$ cat src/rtl/data_delay_mc_if.sv
// Bus bundle for data_delay_mc: delay programming, input samples and
// delayed outputs. The master side drives samples and delay requests, the
// slave side (the delay line) returns the delayed samples and the error flag.
interface data_delay_mc_if #(
  parameter int WIDTH     = 16,
  parameter int CHANNELS  = 2,
  parameter int MAX_DELAY = 15
);
  localparam int DELAY_WIDTH = $clog2(MAX_DELAY + 1);

  logic [CHANNELS*DELAY_WIDTH-1:0] delay;
  logic                            delay_load;
  logic                            in_valid;
  logic [CHANNELS*WIDTH-1:0]       in;
  logic [CHANNELS-1:0]             out_valid;
  logic [CHANNELS*WIDTH-1:0]       out;
  logic                            delay_err;

  modport master (
    output delay, delay_load, in_valid, in,
    input  out_valid, out, delay_err
  );

  modport slave (
    input  delay, delay_load, in_valid, in,
    output out_valid, out, delay_err
  );
endinterface

$ cat src/rtl/data_delay_mc.sv
// Multi-channel variable delay line qualified by in_valid. Each lane keeps a
// MAX_DELAY-deep history of accepted samples and outputs the sample d[c]
// accepted samples back (d=0 passes the current sample through). Output
// valids stay low until the shared fill counter shows enough history for the
// lane's delay, so stale or unreset history is never exposed.
module data_delay_mc #(
  parameter int WIDTH     = 16,
  parameter int CHANNELS  = 2,
  parameter int MAX_DELAY = 15
) (
  input  logic           clk,
  input  logic           rst,
  data_delay_mc_if.slave bus
);
  localparam int DELAY_WIDTH = $clog2(MAX_DELAY + 1);
  localparam logic [DELAY_WIDTH-1:0] MAX_D = DELAY_WIDTH'(MAX_DELAY);

  // History slot k holds history index k+1 (slot 0 is the newest prior sample).
  logic [WIDTH-1:0]          hist_q [CHANNELS][MAX_DELAY];
  logic [WIDTH-1:0]          hist_d [CHANNELS][MAX_DELAY];
  logic [DELAY_WIDTH-1:0]    dly_q  [CHANNELS];
  logic [DELAY_WIDTH-1:0]    dly_d  [CHANNELS];
  logic [DELAY_WIDTH-1:0]    fill_q;
  logic [DELAY_WIDTH-1:0]    fill_d;
  logic [CHANNELS-1:0]       out_valid_q;
  logic [CHANNELS-1:0]       out_valid_d;
  logic [CHANNELS*WIDTH-1:0] out_q;
  logic [CHANNELS*WIDTH-1:0] out_d;
  logic                      delay_err_q;
  logic                      delay_err_d;
  logic [WIDTH-1:0]          sel    [CHANNELS];

  // Shift accepted samples into the history; a reset cycle drops the sample.
  always_comb begin
    hist_d = hist_q;
    if (bus.in_valid && !rst) begin
      for (int c = 0; c < CHANNELS; c++) begin
        hist_d[c][0] = bus.in[c*WIDTH +: WIDTH];
        for (int k = 1; k < MAX_DELAY; k++) begin
          hist_d[c][k] = hist_q[c][k-1];
        end
      end
    end
  end

  // History carries no reset: the fill counter keeps unwritten slots hidden.
  always_ff @(posedge clk) begin
    hist_q <= hist_d;
  end

  // Pick the current sample for d=0, otherwise history index d.
  always_comb begin
    for (int c = 0; c < CHANNELS; c++) begin
      sel[c] = bus.in[c*WIDTH +: WIDTH];
      for (int k = 1; k <= MAX_DELAY; k++) begin
        if (dly_q[c] == DELAY_WIDTH'(k)) begin
          sel[c] = hist_q[c][k-1];
        end
      end
    end
  end

  // Latch clamped delay requests and raise the sticky error on any overrange field.
  always_comb begin
    dly_d       = dly_q;
    delay_err_d = delay_err_q;
    if (bus.delay_load) begin
      for (int c = 0; c < CHANNELS; c++) begin
        if ({1'b0, bus.delay[c*DELAY_WIDTH +: DELAY_WIDTH]} > {1'b0, MAX_D}) begin
          dly_d[c]    = MAX_D;
          delay_err_d = 1'b1;
        end else begin
          dly_d[c] = bus.delay[c*DELAY_WIDTH +: DELAY_WIDTH];
        end
      end
    end
  end

  // Count accepted samples up to MAX_DELAY; all lanes share in_valid so one counter serves all.
  always_comb begin
    fill_d = fill_q;
    if (bus.in_valid && (fill_q != MAX_D)) begin
      fill_d = fill_q + 1'b1;
    end
  end

  // Produce the next output word: valid only once enough history exists, hold on gaps.
  always_comb begin
    out_valid_d = '0;
    out_d       = out_q;
    if (bus.in_valid) begin
      for (int c = 0; c < CHANNELS; c++) begin
        if (fill_q >= dly_q[c]) begin
          out_valid_d[c]              = 1'b1;
          out_d[c*WIDTH +: WIDTH]     = sel[c];
        end else begin
          out_d[c*WIDTH +: WIDTH]     = '0;
        end
      end
    end
  end

  // Control and output registers with synchronous reset.
  always_ff @(posedge clk) begin
    if (rst) begin
      dly_q       <= '{default: '0};
      fill_q      <= '0;
      out_valid_q <= '0;
      out_q       <= '0;
      delay_err_q <= 1'b0;
    end else begin
      dly_q       <= dly_d;
      fill_q      <= fill_d;
      out_valid_q <= out_valid_d;
      out_q       <= out_d;
      delay_err_q <= delay_err_d;
    end
  end

  assign bus.out_valid = out_valid_q;
  assign bus.out       = out_q;
  assign bus.delay_err = delay_err_q;
endmodule

$ cat src/flat_wrapper.sv
// flat-port wrapper written by rule: the top's interface ports become plain ports
module data_delay_mc_flat 
#(
  parameter int WIDTH     = 16,
  parameter int CHANNELS  = 2,
  parameter int MAX_DELAY = 15
)
  (clk, rst, bus_delay, bus_delay_load, bus_in_valid, bus_in, bus_out_valid, bus_out, bus_delay_err);
  data_delay_mc_if #(.WIDTH(WIDTH), .CHANNELS(CHANNELS), .MAX_DELAY(MAX_DELAY)) bus_i ();
  input  logic clk;
  input  logic rst;
  input wire logic [$bits(bus_i.delay)-1:0] bus_delay;
  input wire logic [$bits(bus_i.delay_load)-1:0] bus_delay_load;
  input wire logic [$bits(bus_i.in_valid)-1:0] bus_in_valid;
  input wire logic [$bits(bus_i.in)-1:0] bus_in;
  output wire logic [$bits(bus_i.out_valid)-1:0] bus_out_valid;
  output wire logic [$bits(bus_i.out)-1:0] bus_out;
  output wire logic [$bits(bus_i.delay_err)-1:0] bus_delay_err;
  assign bus_i.delay = bus_delay;
  assign bus_i.delay_load = bus_delay_load;
  assign bus_i.in_valid = bus_in_valid;
  assign bus_i.in = bus_in;
  assign bus_out_valid = bus_i.out_valid;
  assign bus_out = bus_i.out;
  assign bus_delay_err = bus_i.delay_err;
  data_delay_mc #(.WIDTH(WIDTH), .CHANNELS(CHANNELS), .MAX_DELAY(MAX_DELAY)) u_core (.clk(clk), .rst(rst), .bus(bus_i));
endmodule
$ cat config.mk
export PLATFORM = sky130hd
export DESIGN_NAME = data_delay_mc_flat
export DESIGN_NICKNAME = d
export VERILOG_FILES = /design/src/rtl/data_delay_mc_if.sv /design/src/rtl/data_delay_mc.sv /design/src/flat_wrapper.sv
export SDC_FILE = /design/constraint.sdc
export NUM_CORES = 1
export LEC_CHECK = 0
export ABC_AREA = 1
export BUFFER_PORTS_ARGS = -buffer_cell sky130_fd_sc_hd__buf_2
export CAP_MARGIN = 15
export CORE_MARGIN = 3
export CORE_UTILIZATION = 60
export CTS_CLUSTER_DIAMETER = 60
export CTS_CLUSTER_SIZE = 24
export DETAILED_ROUTE_END_ITERATION = 6
export PLACE_DENSITY = 0.89
export SETUP_SLACK_MARGIN = 0.05
export SYNTH_ARGS = -nofsm -noshare
export SYNTH_HDL_FRONTEND = slang
export SYNTH_SLANG_ARGS = --single-unit
$ cat constraint.sdc
create_clock -name clk -period 31.5 [get_ports clk]
set_clock_uncertainty 0.2 [all_clocks]
set_input_delay 3.15 -clock clk [delete_from_list [all_inputs] [get_ports clk]]
set_output_delay 3.15 -clock clk [all_outputs]
set_load 0.05 [all_outputs]
======== Yosys cells after proc, flatten, opt, wreduce, memory -nomap -nowiden ========
Cells that the tools add are included.
word-level totals
  register bits after elaboration ......... 526
  latch bits .............................. 0
  RAM bits ................................ 0
  memory bits (read-only) ................. 0
  input bits .............................. 44
  output and inout bits ................... 35
  memories kept ........................... 0
operators by class
  $add $sub $neg .......................... 1
  $mul .................................... 0
  div/mod/pow operators ................... 0
  order comparisons ....................... 2
  equality and inequality tests ........... 31
  shift-type cells ........................ 0
  mux-type cells .......................... 34
  bitwise gates (word level) .............. 1
  reductions and logical operators ........ 4
operator list
  operator                                             number
  2-to-1 mux 16 bit                                    32
  equality test 4 bit, second input constant           16
  equality test 4 x 3 -> 1 bit, second input constant  8
  equality test 4 x 2 -> 1 bit, second input constant  4
  equality test 4 x 1 -> 1 bit, second input constant  2
  greater-or-equal comparator 4 bit                    2
  adder 4 x 1 -> 4 bit, second input constant          1
  inequality test 4 bit, second input constant         1
  logical AND 1 bit                                    2
  2-to-1 mux 1 bit                                     2
  OR reduction 2 bit                                   1
  zero test 1 bit                                      1
  NOT 1 bit                                            1

======== Depth between registers and ports, before layout ========
  depth after elaboration ................. 17
  mapped depth ............................ 24

======== Worst setup path after synthesis ========
No wires, ideal clock.
  kind .................................... input -> register
  start point ............................. input port bus_in_valid
  end point ............................... register u_core.out_q[22], in the netlist u_core.bus.out[22]
  library setup time ...................... 59 ps
  data arrival time ....................... 25975 ps
  path slack .............................. 5266 ps
  stages .................................. 6
  buffers on the path ..................... 0
  path through ............................ inv_1 -> nor2_1 -> nand2_1 -> nor2_1 -> nand2_1 -> nand2_1
RTL lines
  what                    RTL line              source
  start: declaration      flat_wrapper.sv:14    input wire logic [$bits(bus_i.in_valid)-1:0] bus_in_valid;
  end signal: assignment  data_delay_mc.sv:115  out_q <= out_d;
  end: declaration        data_delay_mc.sv:27   logic [CHANNELS*WIDTH-1:0] out_q;

======== Final worst setup path ========
  start point ............................. input port bus_in_valid
  end point ............................... register u_core.hist_q[230] (netlist bit), enable pin
on the way
  longest elaborated chain between the ends .. 1
ends and longest elaborated chain
  what                    RTL line             source
  logical AND 1 bit       data_delay_mc.sv:36  if (bus.in_valid && !rst) begin
  end signal: assignment  data_delay_mc.sv:48  hist_q <= hist_d;
  end: declaration        data_delay_mc.sv:19  logic [WIDTH-1:0] hist_q [CHANNELS][MAX_DELAY];
No other way between the ends.
A chain may end at the register's enable or synchronous reset.

==> results.toml <==
[timing]
timing.final.crit_period_ns = 5.184
rsz0062_at_grt = "no"
timing.slew.headroom_pct = 19.61
final_hold_viol_count = 0
totalNegativeSetupSlack_ns = 0
tightest_slew_ns = 1.206
final_setup_violation_count = 0
achievable-frequency_mhz = 192.9
fin_ws_ns = 26.32
period_share_pct = 16.46
finalMaxSlewViolations = 0

[cells_and_area]
drive_above_1_share_pct = 11.29
syn_to_final_growth_pct = 8.919
most-common-layout-cells = "679 x nand2_1, 480 x edfxtp_1, 203 x nor2_1"
post-route-cell-area_sq_mm = 0.02403
layout_commonest_cell = "nand2_1"
n_antenna_cell = 0
nets = 2190

[cts]
path_clk_slew_ns = 0.09
tritoncts_clock_tree = "done"
clock-root-buffer = "clkbuf_16"
ctsLongestPathBuffers = 3
ctsHtreeMaxLevel = 2
cts_made_buffers = 36
insertion_delay_ns = 0.54
cts_sinks = 526
cts_hold_repair.buffers = 0
post_cts_resize_count = 0
post_cts.repair.setup_buffers = 0

[setup_path]
worst_path_maximum_fanout = 224
start_kind = "primary input"
reg2reg_depth = 22
critPathCaptureType = "flop"
timing.critical_path.cells = "buf_2 > inv_1 > nor2_4 > buf_4 > buf_16 > buf_12"
reg2reg_from = "u_core.dly_q[4]"
cp.arrival_ns = 5.12
slowest_stage = "buf_12"
timing.critical_path.required_ns = 31.44
timing.reg2reg.setup_slack_ns = 28.24
slowest_delay_ns = 0.78
setup.worst_path.class = "in -> reg"
rr_endpoint = "u_core.bus.out[7]"

[drt]
remaining_drc_errors = 0
vias_per_cell = 5.465
antenna_violating_nets_left = 0
first_iter_violations = 1511
routed_wire_length_per_instance_um = 15.82
detailedRoute.firstPassIterationCount = 6
detail_route.wirelength_mm = 41.51
via_count = 14340

[global_route]
grt_use_total_pct = 20.97
grt_start_max_net_pins = 225
number_of_global_route_vias_before_repair = 13880
grt_first_pass_wirelength_mm = 67.86
grt-ovfl-total = 0
initial_antenna_violation_count = 0

[floorplanning]
horiz_die_dim_um = 197.8
std_cell_core_area_sq_mm = 0.03591
placementRows = 69
number_of_primary_i_o_pins = 79
floorplan.initialDensity_pct = 61.44
die_h_um = 197.8
die-area_sq_mm = 0.03912

[placement]
dpl_worst_slack_ns = 25.49
detailed_place_hpwl_mm = 27.69
place.port_buffers = 77
globalplace.congestion = 0.7420
cell_area_after_placement_sq_mm = 0.02277

[yosys]
netlist_instances = 2089
ys_types = 28
ys_seq_area_share_pct = 69.49
postSynth.topFlopCell = "edfxtp_1"
async_reset_ff_share_pct = 0
synth_top_area_share_pct = 65.32
synth_area_leader_cell = "edfxtp_1"
netlist_top_cells_area = "edfxtp_1 65%, nand2_1 12%, dfxtp_1 4.2%"
post_synth_instance_area_sq_mm = 0.02207
synth_enable_flop_cells = 480
yosys_warnings = 0
synthesis.area_per_instance_sq_um = 10.56
synth_nets = 2142
ys_seq_elements = 526

[hold_path]
holdPathEnd = "u_core.hist_q[197]"
min_from = "u_core.hist_q[213]"
worstHoldPathType = "reg -> reg"
worst_hold_path.num_cells = 0

[status]
run_status = "completed"

[pwr]
peakVddDrop_uv = 40.10
p_leak_uw = 0.009537
power.density_cell_area_mw_per_mm2 = 59.41

[flow_run]
cap_viol_max_count = 0
==> where the power goes <==
part           switching (uW)  internal [uW]
Sequential               14.3            792
Clock                     247            228
Combinational             105           40.3
==> layer usage <==
| metal | GRT usage [%] | part of all wire [%] |
|---|---|---|
| met5 | 0 | 0 |
| met4 | 4.797 | 1.8 |
| met3 | 3.658 | 6.6 |
| met2 | 34.94 | 49 |
| met1 | 29.44 | 43 |
==> synth_stat cells (9+ instances only) <==
master	number
or2_2	50
nor2_1	205
o211ai_1	14
buf_2	34
o21ai_0	78
inv_1	125
inv_2	19
ha_1	9
dfxtp_1	46
a21oi_1	75
edfxtp_1	480
nand3_1	173
nand2_1	679
clkbuf_1	43
o21ai_1	9
nor2_2	11
==> stage by stage <==
stage               instances  utilization (%)  hold slack, ns  total power, uW
floorplan                2089                -          0.2166            939.9
global placement         2555            63.40          0.2199            953.8
detailed placement       2555            63.40          0.2255            964.8
CTS                      2618            66.70          0.2356             1434
global route             2623            66.92          0.2422             1481
finish                   2623            66.92          0.2354             1428
==> final cells by class <==
class / count / area [sq um]
clock buffers: 39 / 933.4
well taps: 461 / 576.8
multi-input cells: 1335 / 5832
repair buffers: 93 / 560.5
fillers: 2497 / 11880
flip-flops and latches: 526 / 15330
clock inverters: 24 / 252.7
inverters: 145 / 544.3
==> sequential cells by signal (all words and copies together) (netlist names) <==
| register | count |
|---|---|
| u_core.dly_q | 8 |
| u_core.fill_q | 4 |
| u_core.hist_q | 480 |
| u_core.bus.out_valid | 2 |
| u_core.bus.out | 32 |
==> how the worst max path moves through the flow <==
stage	start	to	slack (ns)	cells after the start
after floorplan	bus_in_valid	u_core.bus.out[22]	5.27	6
after global placement	bus_in_valid	u_core.hist_q[475]	25.59	5
after detailed placement	bus_in_valid	u_core.hist_q[476]	25.49	5
after CTS	bus_in_valid	u_core.hist_q[475]	26.04	5
after global routing	bus_in_valid	u_core.hist_q[230]	26.23	6
final	bus_in_valid	u_core.hist_q[230]	26.32	6
==> kinds of logic after synthesis <==
group                      synth area share [%]
and+or+nand+nor                           21.61
adders and majority gates                0.5103
buffers and inverters                     4.122
other                                   0.01699
AOI/OAI and AO/OA                         4.241
DFF                                       69.49
==> worst max-delay path: cells and delay by family <==
kind          cells  cell delay (ns)
buf+inv           5             1.63
simple gates      1             0.07
Power figures use the tool's default switching activity.
